<file path="src/rtl/hist_acq_scheduler_if.sv">
// Bus between the TDC front end, the acquisition scheduler and the histogram builder.
// Ports: tdc_valid/tdc_data (TDC codes in), hb_* (builder clear/write strobes),
//        peak_rd_* (peak-result readout strobe and pixel index).
//        master = scheduler side, slave = front end / builder side.
interface hist_acq_scheduler_if #(
    parameter int NP                = 10,
    parameter int PIXEL_NUM         = 6,
    parameter int PIXEL_NUM_PER_RAM = 3,
    parameter int ACQ_NUM           = 2
);
    localparam int PIX_W = (PIXEL_NUM > 1) ? $clog2(PIXEL_NUM) : 1;
    localparam int ACQ_W = (ACQ_NUM > 1) ? $clog2(ACQ_NUM) : 1;
    localparam int RD_W  = (PIXEL_NUM_PER_RAM > 1) ? $clog2(PIXEL_NUM_PER_RAM) : 1;

    logic             tdc_valid;
    logic [NP-1:0]    tdc_data;
    logic             hb_clear;
    logic             hb_wr_en;
    logic [NP-1:0]    hb_data;
    logic [PIX_W-1:0] hb_pix_idx;
    logic [ACQ_W-1:0] hb_acq_idx;
    logic             peak_rd_en;
    logic [RD_W-1:0]  peak_rd_idx;

    modport master (
        input  tdc_valid,
        input  tdc_data,
        output hb_clear,
        output hb_wr_en,
        output hb_data,
        output hb_pix_idx,
        output hb_acq_idx,
        output peak_rd_en,
        output peak_rd_idx
    );

    modport slave (
        output tdc_valid,
        output tdc_data,
        input  hb_clear,
        input  hb_wr_en,
        input  hb_data,
        input  hb_pix_idx,
        input  hb_acq_idx,
        input  peak_rd_en,
        input  peak_rd_idx
    );
endinterface

</file>
<file path="src/rtl/hist_acq_scheduler.sv">
// Frame sequencer for the dToF histogram builder: clear, tagged TDC writes,
// pipeline drain, then peak readout over the RAM pixels.
// Ports: clk, res (async, active-high), start, abort (host control);
//        bus (master modport: TDC in, builder/readout strobes out);
//        busy, done (frame status), dropped (sticky: code seen outside ACQ).
module hist_acq_scheduler #(
    parameter int NP                = 10,
    parameter int PIXEL_NUM         = 6,
    parameter int PIXEL_NUM_PER_RAM = 3,
    parameter int ACQ_NUM           = 2,
    parameter int DRAIN_CYCLES      = 4
) (
    input  logic                  clk,
    input  logic                  res,
    input  logic                  start,
    input  logic                  abort,
    hist_acq_scheduler_if.master  bus,
    output logic                  busy,
    output logic                  done,
    output logic                  dropped
);
    localparam int PIX_W = (PIXEL_NUM > 1) ? $clog2(PIXEL_NUM) : 1;
    localparam int ACQ_W = (ACQ_NUM > 1) ? $clog2(ACQ_NUM) : 1;
    localparam int RD_W  = (PIXEL_NUM_PER_RAM > 1) ? $clog2(PIXEL_NUM_PER_RAM) : 1;
    localparam int DR_W  = (DRAIN_CYCLES > 0) ? $clog2(DRAIN_CYCLES + 1) : 1;

    localparam logic [PIX_W-1:0] PIX_LAST = PIX_W'(PIXEL_NUM - 1);
    localparam logic [ACQ_W-1:0] ACQ_LAST = ACQ_W'(ACQ_NUM - 1);
    localparam logic [RD_W-1:0]  RD_LAST  = RD_W'(PIXEL_NUM_PER_RAM - 1);
    localparam logic [DR_W-1:0]  DR_LAST  = DR_W'(DRAIN_CYCLES);

    typedef enum logic [2:0] {
        S_IDLE,
        S_CLEAR,
        S_ACQ,
        S_DRAIN,
        S_READOUT,
        S_DONE
    } state_t;

    state_t           state_q, state_d;
    logic [PIX_W-1:0] pix_cnt_q, pix_cnt_d;
    logic [ACQ_W-1:0] acq_cnt_q, acq_cnt_d;
    logic [DR_W-1:0]  drain_cnt_q, drain_cnt_d;

    logic             clear_q, clear_d;
    logic             wr_q, wr_d;
    logic [NP-1:0]    data_q, data_d;
    logic [PIX_W-1:0] pix_idx_q, pix_idx_d;
    logic [ACQ_W-1:0] acq_idx_q, acq_idx_d;
    logic             rd_en_q, rd_en_d;
    logic [RD_W-1:0]  rd_idx_q, rd_idx_d;
    logic             busy_q, busy_d;
    logic             done_q, done_d;
    logic             dropped_q, dropped_d;

    always_ff @(posedge clk or posedge res) begin
        if (res) begin
            state_q     <= S_IDLE;
            pix_cnt_q   <= '0;
            acq_cnt_q   <= '0;
            drain_cnt_q <= '0;
            clear_q     <= 1'b0;
            wr_q        <= 1'b0;
            data_q      <= '0;
            pix_idx_q   <= '0;
            acq_idx_q   <= '0;
            rd_en_q     <= 1'b0;
            rd_idx_q    <= '0;
            busy_q      <= 1'b0;
            done_q      <= 1'b0;
            dropped_q   <= 1'b0;
        end else begin
            state_q     <= state_d;
            pix_cnt_q   <= pix_cnt_d;
            acq_cnt_q   <= acq_cnt_d;
            drain_cnt_q <= drain_cnt_d;
            clear_q     <= clear_d;
            wr_q        <= wr_d;
            data_q      <= data_d;
            pix_idx_q   <= pix_idx_d;
            acq_idx_q   <= acq_idx_d;
            rd_en_q     <= rd_en_d;
            rd_idx_q    <= rd_idx_d;
            busy_q      <= busy_d;
            done_q      <= done_d;
            dropped_q   <= dropped_d;
        end
    end

    // Next state and next output values; every output is the registered
    // copy of these, so strobes line up with the state they belong to.
    always_comb begin
        state_d     = state_q;
        pix_cnt_d   = pix_cnt_q;
        acq_cnt_d   = acq_cnt_q;
        drain_cnt_d = drain_cnt_q;
        clear_d     = 1'b0;
        wr_d        = 1'b0;
        data_d      = data_q;
        pix_idx_d   = pix_idx_q;
        acq_idx_d   = acq_idx_q;
        rd_en_d     = 1'b0;
        rd_idx_d    = rd_idx_q;
        done_d      = 1'b0;
        dropped_d   = dropped_q;

        if (abort) begin
            state_d     = S_IDLE;
            pix_cnt_d   = '0;
            acq_cnt_d   = '0;
            drain_cnt_d = '0;
            pix_idx_d   = '0;
            acq_idx_d   = '0;
            rd_idx_d    = '0;
        end else begin
            if (bus.tdc_valid && (state_q != S_ACQ)) begin
                dropped_d = 1'b1;
            end

            unique case (state_q)
                S_IDLE: begin
                    if (start) begin
                        state_d   = S_CLEAR;
                        clear_d   = 1'b1;
                        pix_cnt_d = '0;
                        acq_cnt_d = '0;
                        // A code arriving with the start is still a drop.
                        dropped_d = bus.tdc_valid;
                    end
                end
                S_CLEAR: begin
                    state_d = S_ACQ;
                end
                S_ACQ: begin
                    if (bus.tdc_valid) begin
                        wr_d      = 1'b1;
                        data_d    = bus.tdc_data;
                        pix_idx_d = pix_cnt_q;
                        acq_idx_d = acq_cnt_q;
                        if (pix_cnt_q == PIX_LAST) begin
                            pix_cnt_d = '0;
                            if (acq_cnt_q == ACQ_LAST) begin
                                acq_cnt_d   = '0;
                                drain_cnt_d = '0;
                                state_d     = S_DRAIN;
                            end else begin
                                acq_cnt_d = acq_cnt_q + 1'b1;
                            end
                        end else begin
                            pix_cnt_d = pix_cnt_q + 1'b1;
                        end
                    end
                end
                S_DRAIN: begin
                    // First DRAIN cycle carries the final write, so the
                    // strobe-free gap is DRAIN_CYCLES after it.
                    if (drain_cnt_q == DR_LAST) begin
                        drain_cnt_d = '0;
                        state_d     = S_READOUT;
                        rd_en_d     = 1'b1;
                        rd_idx_d    = '0;
                    end else begin
                        drain_cnt_d = drain_cnt_q + 1'b1;
                    end
                end
                S_READOUT: begin
                    if (rd_idx_q == RD_LAST) begin
                        state_d  = S_DONE;
                        done_d   = 1'b1;
                        rd_idx_d = '0;
                    end else begin
                        rd_en_d  = 1'b1;
                        rd_idx_d = rd_idx_q + 1'b1;
                    end
                end
                S_DONE: begin
                    state_d = S_IDLE;
                end
                default: begin
                    state_d = S_IDLE;
                end
            endcase
        end

        // busy drops together with the done pulse.
        busy_d = (state_d != S_IDLE) && (state_d != S_DONE);
    end

    assign bus.hb_clear    = clear_q;
    assign bus.hb_wr_en    = wr_q;
    assign bus.hb_data     = data_q;
    assign bus.hb_pix_idx  = pix_idx_q;
    assign bus.hb_acq_idx  = acq_idx_q;
    assign bus.peak_rd_en  = rd_en_q;
    assign bus.peak_rd_idx = rd_idx_q;
    assign busy            = busy_q;
    assign done            = done_q;
    assign dropped         = dropped_q;
endmodule
</file>
<file path="src/flat_wrapper.sv">
// flat-port wrapper written by rule: the top's interface ports become plain ports
module hist_acq_scheduler_flat 
#(
    parameter int NP                = 10,
    parameter int PIXEL_NUM         = 6,
    parameter int PIXEL_NUM_PER_RAM = 3,
    parameter int ACQ_NUM           = 2,
    parameter int DRAIN_CYCLES      = 4
)
  (clk, res, start, abort, busy, done, dropped, bus_tdc_valid, bus_tdc_data, bus_hb_clear, bus_hb_wr_en, bus_hb_data, bus_hb_pix_idx, bus_hb_acq_idx, bus_peak_rd_en, bus_peak_rd_idx);
  hist_acq_scheduler_if #(.NP(NP), .PIXEL_NUM(PIXEL_NUM), .PIXEL_NUM_PER_RAM(PIXEL_NUM_PER_RAM), .ACQ_NUM(ACQ_NUM)) bus_i ();
  input  logic clk;
  input  logic res;
  input  logic start;
  input  logic abort;
  output logic busy;
  output logic done;
  output logic dropped;
  input wire logic [$bits(bus_i.tdc_valid)-1:0] bus_tdc_valid;
  input wire logic [$bits(bus_i.tdc_data)-1:0] bus_tdc_data;
  output wire logic [$bits(bus_i.hb_clear)-1:0] bus_hb_clear;
  output wire logic [$bits(bus_i.hb_wr_en)-1:0] bus_hb_wr_en;
  output wire logic [$bits(bus_i.hb_data)-1:0] bus_hb_data;
  output wire logic [$bits(bus_i.hb_pix_idx)-1:0] bus_hb_pix_idx;
  output wire logic [$bits(bus_i.hb_acq_idx)-1:0] bus_hb_acq_idx;
  output wire logic [$bits(bus_i.peak_rd_en)-1:0] bus_peak_rd_en;
  output wire logic [$bits(bus_i.peak_rd_idx)-1:0] bus_peak_rd_idx;
  assign bus_i.tdc_valid = bus_tdc_valid;
  assign bus_i.tdc_data = bus_tdc_data;
  assign bus_hb_clear = bus_i.hb_clear;
  assign bus_hb_wr_en = bus_i.hb_wr_en;
  assign bus_hb_data = bus_i.hb_data;
  assign bus_hb_pix_idx = bus_i.hb_pix_idx;
  assign bus_hb_acq_idx = bus_i.hb_acq_idx;
  assign bus_peak_rd_en = bus_i.peak_rd_en;
  assign bus_peak_rd_idx = bus_i.peak_rd_idx;
  hist_acq_scheduler #(.NP(NP), .PIXEL_NUM(PIXEL_NUM), .PIXEL_NUM_PER_RAM(PIXEL_NUM_PER_RAM), .ACQ_NUM(ACQ_NUM), .DRAIN_CYCLES(DRAIN_CYCLES)) u_core (.clk(clk), .res(res), .start(start), .abort(abort), .bus(bus_i), .busy(busy), .done(done), .dropped(dropped));
endmodule
</file>
<file path="config.mk">
export PLATFORM = sky130hd
export DESIGN_NAME = hist_acq_scheduler_flat
export DESIGN_NICKNAME = d
export VERILOG_FILES = /design/src/rtl/hist_acq_scheduler_if.sv /design/src/rtl/hist_acq_scheduler.sv /design/src/flat_wrapper.sv
export SDC_FILE = /design/constraint.sdc
export NUM_CORES = 1
export LEC_CHECK = 0
export CAP_MARGIN = 20
export CORE_MARGIN = 2
export CORE_UTILIZATION = 53
export CTS_CLUSTER_DIAMETER = 80
export DETAILED_ROUTE_END_ITERATION = 8
export PLACE_DENSITY = 0.89
export RECOVER_POWER = 25
export SETUP_SLACK_MARGIN = 0.2
export SLEW_MARGIN = 5
export SYNTH_ARGS = -nofsm -noshare
export SYNTH_HDL_FRONTEND = slang
export SYNTH_SLANG_ARGS = --single-unit
</file>
<file path="constraint.sdc">
create_clock -name clk -period 3 [get_ports clk]
set_input_delay 0.45 -clock clk [delete_from_list [all_inputs] [get_ports clk]]
set_output_delay 0.45 -clock clk [all_outputs]
set_load 0.05 [all_outputs]
</file>
After elaboration in Yosys (flattened, before gate mapping). Cells that the tools add are included.

Bits in registers: 32. Logic and storage cells: 99.

Bitwise logic cells: 1. Reductions and logical operators: 15. Mux-type cells: 51. Add/subtract/negate cells: 4. Equality and inequality tests: 14.

Operators by type and width (number): 3-bit two-way mux (19); 1-bit two-way mux (23); 3-bit case mux with 5 select lines (1); 3-bit by 2-bit != test with 1-bit output (second input constant) (4); 3-bit case mux with 2 select lines (2); 3-bit nonzero test (4); 3-bit == test (second input constant) (3); 3-bit != test (second input constant) (3); 4-bit AND reduction (2); 3-bit by 1-bit adder with 3-bit output (second input constant) (2); 3-bit by 2-bit == test with 1-bit output (second input constant) (2); 2-bit two-way mux (3); 3-bit AND reduction (2); 1-bit case mux with 2 select lines (2); 2-bit case mux with 2 select lines (1); 2-bit AND reduction (2); 2-bit nonzero test (2); 3-bit by 1-bit == test with 1-bit output (second input constant) (1); 3-bit logical NOT (1); 2-bit by 1-bit adder with 2-bit output (second input constant) (1); 2-bit == test (second input constant) (1); 1-bit logical AND (2); 1-bit adder (second input constant) (1); 1-bit inverter (1).

Logic depth before layout (Yosys ltp). Gate-level depths: netlist (run 1).

Word-level depth: 7. Gate-level depth with buffers: 5.

Worst setup path before layout (run 1). No wires, ideal clock.

Kind: register to register. From: register u_core.state_q[2]. To: register u_core.data_q[1] (netlist: u_core.bus.hb_data[1]). Arrival time: 1.400 ns. Cell stages (with the launch flop): 6. Slack: 1.475 ns. Setup time: 0.125 ns. Data required time: 2.875 ns. Path through: dfrtp_1 -> buf_2 -> nor4b_4 -> nand2_2 -> buf_6 -> mux2_4.

Cells in the longest elaborated chain, start to end: 2.

Ends and longest elaborated chain: start: declaration (line hist_acq_scheduler.sv:41) `state_t state_q, state_d;`; start signal: assignment (line hist_acq_scheduler.sv:74) `state_q <= state_d;`; 3-bit by 2-bit == test with 1-bit output (line hist_acq_scheduler.sv:121) `unique case (state_q)`; 3-bit AND reduction (no line); end signal: assignment (line hist_acq_scheduler.sv:80) `data_q <= data_d;`; end: declaration (line hist_acq_scheduler.sv:48) `logic [NP-1:0] data_q, data_d;`.

Every way passes these cells. A chain may end at the register's enable or synchronous reset.

Worst setup path in the final report (run 1).
From: register u_core.rd_idx_q[1] (netlist: u_core.bus.peak_rd_idx[1]). To: output bus_peak_rd_idx[1].

RTL lines: start: declaration (line hist_acq_scheduler.sv:52) `logic [RD_W-1:0] rd_idx_q, rd_idx_d;`; start signal: assignment (line hist_acq_scheduler.sv:84) `rd_idx_q <= rd_idx_d;`; end: declaration (line flat_wrapper.sv:27) `output wire logic [$bits(bus_i.peak_rd_idx)-1:0] bus_peak_rd_idx;`.

No word-level cell between the ends.

==> results of run 1 <==
[flip-flops by register name (all words and copies together), names as in the netlist, 2 cells and up]
name                    cells
u_core.bus.hb_data         10
u_core.bus.hb_pix_idx       3
u_core.bus.peak_rd_idx      2
u_core.drain_cnt_q          3
u_core.pix_cnt_q            3
u_core.state_q              3
[cells by family (layout without fill, tap and decap cells)]
logic type                 count (synthesis)  in the layout  synth area share (%)
DFF                                       32             32                  51.2
buffers and inverters                     16             56                  4.56
muxes                                     17             17                  13.7
AOI/OAI and AO/OA                         25             25                  11.1
adders and majority gates                  2              2                  1.60
and+or+nand+nor                           40             40                  17.9
[through the flow]
step / std cells / hold WS [ps] / util, % / power, W / worst slack (ps)
finish: 203 / 521 / 72.2 / 0.00122 / 908
global route: 203 / 542 / 72.2 / 0.00127 / 556
global placement: 195 / 501 / 70.1 / 0.000955 / 872
CTS: 203 / 500 / 72.3 / 0.00122 / 914
detailed placement: 195 / 491 / 70.1 / 0.000964 / 823
floorplan: 132 / 491 / - / 0.000813 / 1480
[synth_stat cells (2+ instances only)]
master    instances
mux2i_1           6
nor4b_1           2
inv_1             9
o21a_1            2
a21oi_1           5
o311ai_0          2
and3b_1           3
dfrtp_1          32
mux2_2            3
nor2b_1           3
nand3b_1          5
clkbuf_1          3
buf_2             3
ha_1              2
nor2_1            7
o211ai_1          4
nand4_1           3
o21ai_0           4
nand3_1           2
nor3b_1           2
mux2_4            8
[area by class of cell]
type | instances | area, sq um | share of cell area [%]
flip-flops and latches | 32 | 801 | 39.9
inverters | 9 | 33.8 | 1.68
well taps | 31 | 38.8 | 1.93
clock buffers | 6 | 51.3 | 2.56
multi-input cells | 84 | 693 | 34.5
clock inverters | 2 | 10.0 | 0.499
repair buffers | 39 | 379 | 18.9
[per-layer routing]
| layer | up-vias | part of all wire (%) | track usage, % |
|---|---|---|---|
| li1 | 559 | - | - |
| met1 | 571 | 44 | 25.6 |
| met2 | 52 | 48 | 34.2 |
| met3 | 2 | 7.8 | 7.69 |
| met4 | 0 | 0.57 | 6.64 |
| met5 | - | 0 | 0 |
[path summary, 6_finish.rpt]
kind,to,slack (ps),cells after the start,from
worst max-delay path,bus_peak_rd_idx[1],910,1,u_core.bus.peak_rd_idx[1]
worst min-delay path,u_core.bus.hb_data[7],520,1,u_core.bus.hb_data[7]
worst max register to register,u_core.bus.hb_data[2],1080,3,u_core.state_q[0]
worst min register to register,u_core.bus.hb_data[7],520,1,u_core.bus.hb_data[7]
max in group asynchronous,u_core.bus.peak_rd_idx[0],920,3,res
min in group asynchronous,u_core.state_q[0],1120,3,res
[where the power goes]
part / leakage [nW] / switching, W / internal [W] / total [W]
logic: 0.426 / 0.000256 / 0.000173 / 0.000429
clock network: 0.0380 / 0.000146 / 0.000111 / 0.000258
registers: 0.423 / 0.0000433 / 0.000486 / 0.000529
==> results.json, run 1 <==
{
  "ys_seq_area_share_pct": 51.2,
  "tritoncts": "built",
  "clock-root-buffer": "clkbuf_4",
  "placed_cell_area_sq_um": 1950,
  "antenna_found_initial": 0,
  "numCtsBuffers": 5,
  "status": "complete, but fails checks",
  "p_leak_nw": 0.887,
  "worstSkewPairLatency_ps": 340,
  "portBuffers": 36,
  "synth_warnings": 0,
  "grt_overflow": 0,
  "syn_area_per_cell_sq_um": 11.9,
  "cts_setup_buffers": 0,
  "syn_inst": 132,
  "die_y_um": 58.3,
  "setup_viol": 0,
  "core_sq_um": 2780,
  "grt_first_pass_wirelength_mm": 5.29,
  "clock_sinks": 32,
  "wirelength_mm": 3.18,
  "syn_nets": 149,
  "fin_area_sq_um": 2010,
  "drc": 0,
  "antenna_left": 0,
  "relSlewSlack_pct": -9.59,
  "synth_cell_types": 43,
  "synth_top_area_share_pct": 51.2,
  "max_stage_delay_ps": 840,
  "wl_per_cell_um": 15.7,
  "drt_iter0_drc": 25,
  "ctsHoldBuffers": 0,
  "num_rows": 19,
  "max_cap_viol_count": 1,
  "gp_congestion": 0.776,
  "ys_ff_latch": 32,
  "rsz0062_at_grt": "no",
  "drive_above_1_share_pct": 14.0,
  "maxSlewViolCount": 33,
  "hold_class": "flop to flop",
  "vias": 1184,
  "area_delta_synth_final_pct": 28.2,
  "synth_area_sq_um": 1570,
  "cp_top_family": "buffers and inverters",
  "crit_buf_inv": 1,
  "post-dp-hpwl_mm": 2.21,
  "n_fill_cell": 203,
  "synth-edff-count": 0,
  "num_io_pins": 37,
  "die_area_sq_um": 3400,
  "finalCriticalPeriod_ps": 2090,
  "hold_violations": 0,
  "setup-tns-final_ps": 0,
  "path_class": "flop to primary output",
  "fin_worst_skew_ps": 17.0,
  "slowest_stage": "clkdlybuf4s50_1",
  "dieWidth_um": 58.3,
  "cp.required_ps": 2550,
  "start_kind": "flop",
  "htreeDepth": 2,
  "arrival_ps": 1640,
  "most-common-layout-cells": "clkdlybuf4s50_1 (35), dfrtp_1 (32), inv_1 (9)",
  "worstMarginPinSlew_ps": 1640,
  "grt_max_degree": 33,
  "ir_drop_v": 0.000700,
  "period_share_pct": 69.7,
  "clockBufferDepth": 2,
  "antennaDiodeCount": 0,
  "crit_chain": "clkdlybuf4s50_1",
  "power_density_nw_per_um2": 606,
  "async_flop_share_pct": 100,
  "nets": 188,
  "synth_ff_type": "dfrtp_1",
  "synthTopCellsByArea": "dfrtp_1 (51%), mux2_4 (7.7%), mux2i_1 (3.8%)",
  "crit_fanout": 7,
  "yosysTopAreaCell": "dfrtp_1",
  "ctsResizeCount": 0,
  "cp-end-kind": "primary output",
  "grt_pass1_vias": 1202,
  "grt_usage_pct": 20.8,
  "violations": "max-capacitance violations, max-slew violations",
  "viasPerCell": 5.83,
  "cts.clk_slew.worst_paths_ps": 90,
  "max_freq_mhz": 478,
  "dr.pass1.iters": 4,
  "layout_commonest_cell": "clkdlybuf4s50_1",
  "start_util_pct": 56.3
}
Power figures use the tool's default switching activity.
==> run 2, diff against run 1 <==
--- a/config.mk
+++ b/config.mk
@@ -7,10 +7,10 @@
 export LEC_CHECK = 0
 export CAP_MARGIN = 20
 export CORE_MARGIN = 2
-export CORE_UTILIZATION = 53
+export CORE_UTILIZATION = 44
 export CTS_CLUSTER_DIAMETER = 80
 export DETAILED_ROUTE_END_ITERATION = 8
-export PLACE_DENSITY = 0.89
+export PLACE_DENSITY = 0.8
 export RECOVER_POWER = 25
 export SETUP_SLACK_MARGIN = 0.2
 export SLEW_MARGIN = 5
==> constraint.sdc (replaced) <==
create_clock -name clk -period 1.7 [get_ports clk]
set_input_delay 0.255 -clock clk [delete_from_list [all_inputs] [get_ports clk]]
set_output_delay 0.255 -clock clk [all_outputs]
set_load 0.05 [all_outputs]
==> run 2 against run 1 <==
Against the previous run:
- the run now ends clean
- routed wire length up 2.9%
- count of clock-buffer cells in the layout up 1
- final cell count up 13%
- combinational power up 77%
- critical path depth up 3
- cell area up 5.4%
- global-route usage down 3.5 points
- utilization down 9.7 points
- largest cell class unchanged
- die area up 19%
- largest power group unchanged
- worst hold slack worse by 0.96 ps
- clock skew down 8.2 ps
- sequential share of layout area down 1.9 points
==> results.json, run 2 (same netlist as run 1, synthesis figures left out) <==
{
  "drive_above_1_share_pct": 35.3,
  "power.total_w": 0.00215,
  "cts.clk_slew.worst_paths_ps": 100,
  "nets": 200,
  "crit_fanout": 12,
  "crit_chain": "nor4b_4 -> nand2_2 -> buf_12 -> mux2_4",
  "grt_overflow": 0,
  "post-dp-hpwl_mm": 2.31,
  "relSlewSlack_pct": 48.0,
  "internal_power_w": 0.00136,
  "p_leak_nw": 0.987,
  "wl_per_cell_um": 14.2,
  "num_io_pins": 37,
  "cp-end-kind": "flop",
  "setup_viol": 0,
  "antennaDiodeCount": 0,
  "slowest_stage": "dfrtp_1",
  "grt_pass1_vias": 1184,
  "layout_commonest_cell": "buf_4",
  "seq_power_share_pct": 42.8,
  "portBuffers": 36,
  "num_rows": 21,
  "finalCriticalPeriod_ps": 1500,
  "instances_no_fill": 230,
  "numCtsBuffers": 5,
  "clock-root-buffer": "clkbuf_4",
  "max_stage_delay_ps": 430,
  "maxSlewViolCount": 0,
  "p_sw_share_pct": 37.0,
  "cp_top_family": "simple AND/OR/NAND/NOR gates",
  "placed_cell_area_sq_um": 1990,
  "status": "finished clean",
  "core_sq_um": 3390,
  "worstSkewPairLatency_ps": 340,
  "worstMarginPinSlew_ps": 780,
  "ctsHoldBuffers": 0,
  "ir_drop_v": 0.000678,
  "grt_usage_pct": 17.3,
  "arrival_ps": 1730,
  "dieWidth_um": 63.6,
  "dp.cells": 219,
  "comb_power_share_pct": 35.3,
  "max_freq_mhz": 668,
  "fin_area_sq_um": 2120,
  "die_y_um": 63.6,
  "grt_max_degree": 33,
  "cp.required_ps": 1930,
  "antenna_found_initial": 0,
  "post-place-ws_ps": -188,
  "viasPerCell": 5.29,
  "hold_class": "input pin to flop",
  "fin_worst_skew_ps": 8.88,
  "start_util_pct": 46.2,
  "htreeDepth": 2,
  "wirelength_mm": 3.27,
  "clock_sinks": 32,
  "area_delta_synth_final_pct": 35.2,
  "clockBufferDepth": 2,
  "fin_ws_ps": 203,
  "rsz0062_at_grt": "yes",
  "drt_iter0_drc": 64,
  "power.share.clock_pct": 21.8,
  "dr.pass1.iters": 4,
  "grt_first_pass_wirelength_mm": 5.26,
  "max_cap_viol_count": 0,
  "hold_violations": 0,
  "start_kind": "flop",
  "path_class": "flop to flop",
  "most-common-layout-cells": "buf_4 (34), dfrtp_1 (30), clkdlybuf4s50_1 (13)",
  "die_area_sq_um": 4050,
  "power_density_nw_per_um2": 1020,
  "tritoncts": "built",
  "largest_reg_flops": 10,
  "power_switching_w": 0.000795,
  "crit_buf_inv": 1,
  "antenna_left": 0,
  "vias": 1216,
  "gp_congestion": 0.849,
  "period_share_pct": 88.1,
  "drc": 0
}
==> run 2: metrics by stage <==
stage               hold WS, ps  util (%)  TNS, ps
CTS                         290      61.6        0
finish                      520      62.4        0
floorplan                   325         -        0
detailed placement          495      58.8    -2470
global placement            502      58.8    -1630
global route                499      62.4        0
==> run 2: power by group through the flow <==
stage / logic [W] / clock network, W / registers [W]
final: 0.000760 / 0.000469 / 0.000921
after global routing: 0.000792 / 0.000518 / 0.000934
after CTS: 0.000762 / 0.000491 / 0.000922
after detailed placement: 0.000757 / 0 / 0.000932
after global placement: 0.000743 / 0 / 0.000930
after floorplan: 0.000187 / 0 / 0.00125
==> run 2: routing by layer <==
| layer | GRT usage [%] | share of wire [%] | wire (um) | up-vias |
|---|---|---|---|---|
| met1 | 19.1 | 41 | 1360 | 594 |
| met5 | 0 | 0 | 0 | - |
| met4 | 9.51 | 1.8 | 58 | 0 |
| met2 | 28.9 | 52 | 1710 | 29 |
| li1 | - | - | - | 587 |
| met3 | 5.89 | 4.7 | 154 | 6 |
==> run 2: what timing repair did <==
action / CTS / global route
gates resized for setup: 4 / 6
buffers inserted: 2 / 1
pin swaps: 2 / 4
endpoints found under the setup margin: 17 / 21
==> run 2: worst paths after layout <==
kind,start,to,slack (ps),cells after the start
worst max-delay path,u_core.state_q[0],u_core.bus.hb_data[4],200,4
worst min register to register,u_core.bus.hb_data[0],u_core.bus.hb_data[0],520,1
worst min-delay path,bus_tdc_data[3],u_core.bus.hb_data[3],520,2
worst max register to register,u_core.state_q[0],u_core.bus.hb_data[4],200,4
min in group asynchronous,res,u_core.bus.peak_rd_en,570,3
max in group asynchronous,res,u_core.state_q[1],600,3
==> run 2: cell type report <==
class | count | area [sq um]
Tap cell | 46 | 57.6
Sequential cell | 32 | 803
Clock buffer | 7 | 55.1
Fill cell | 259 | 1270
Inverter | 9 | 33.8
Clock inverter | 1 | 7.51
Multi-Input combinational cell | 84 | 727
Timing Repair Buffer | 51 | 432
==> run 2: worst reg2reg max path, cell delays in order (launching register included) <==
cell	delay, ps
dfrtp_1	430
nor4b_4	370
nand2_2	120
buf_12	160
mux2_4	300
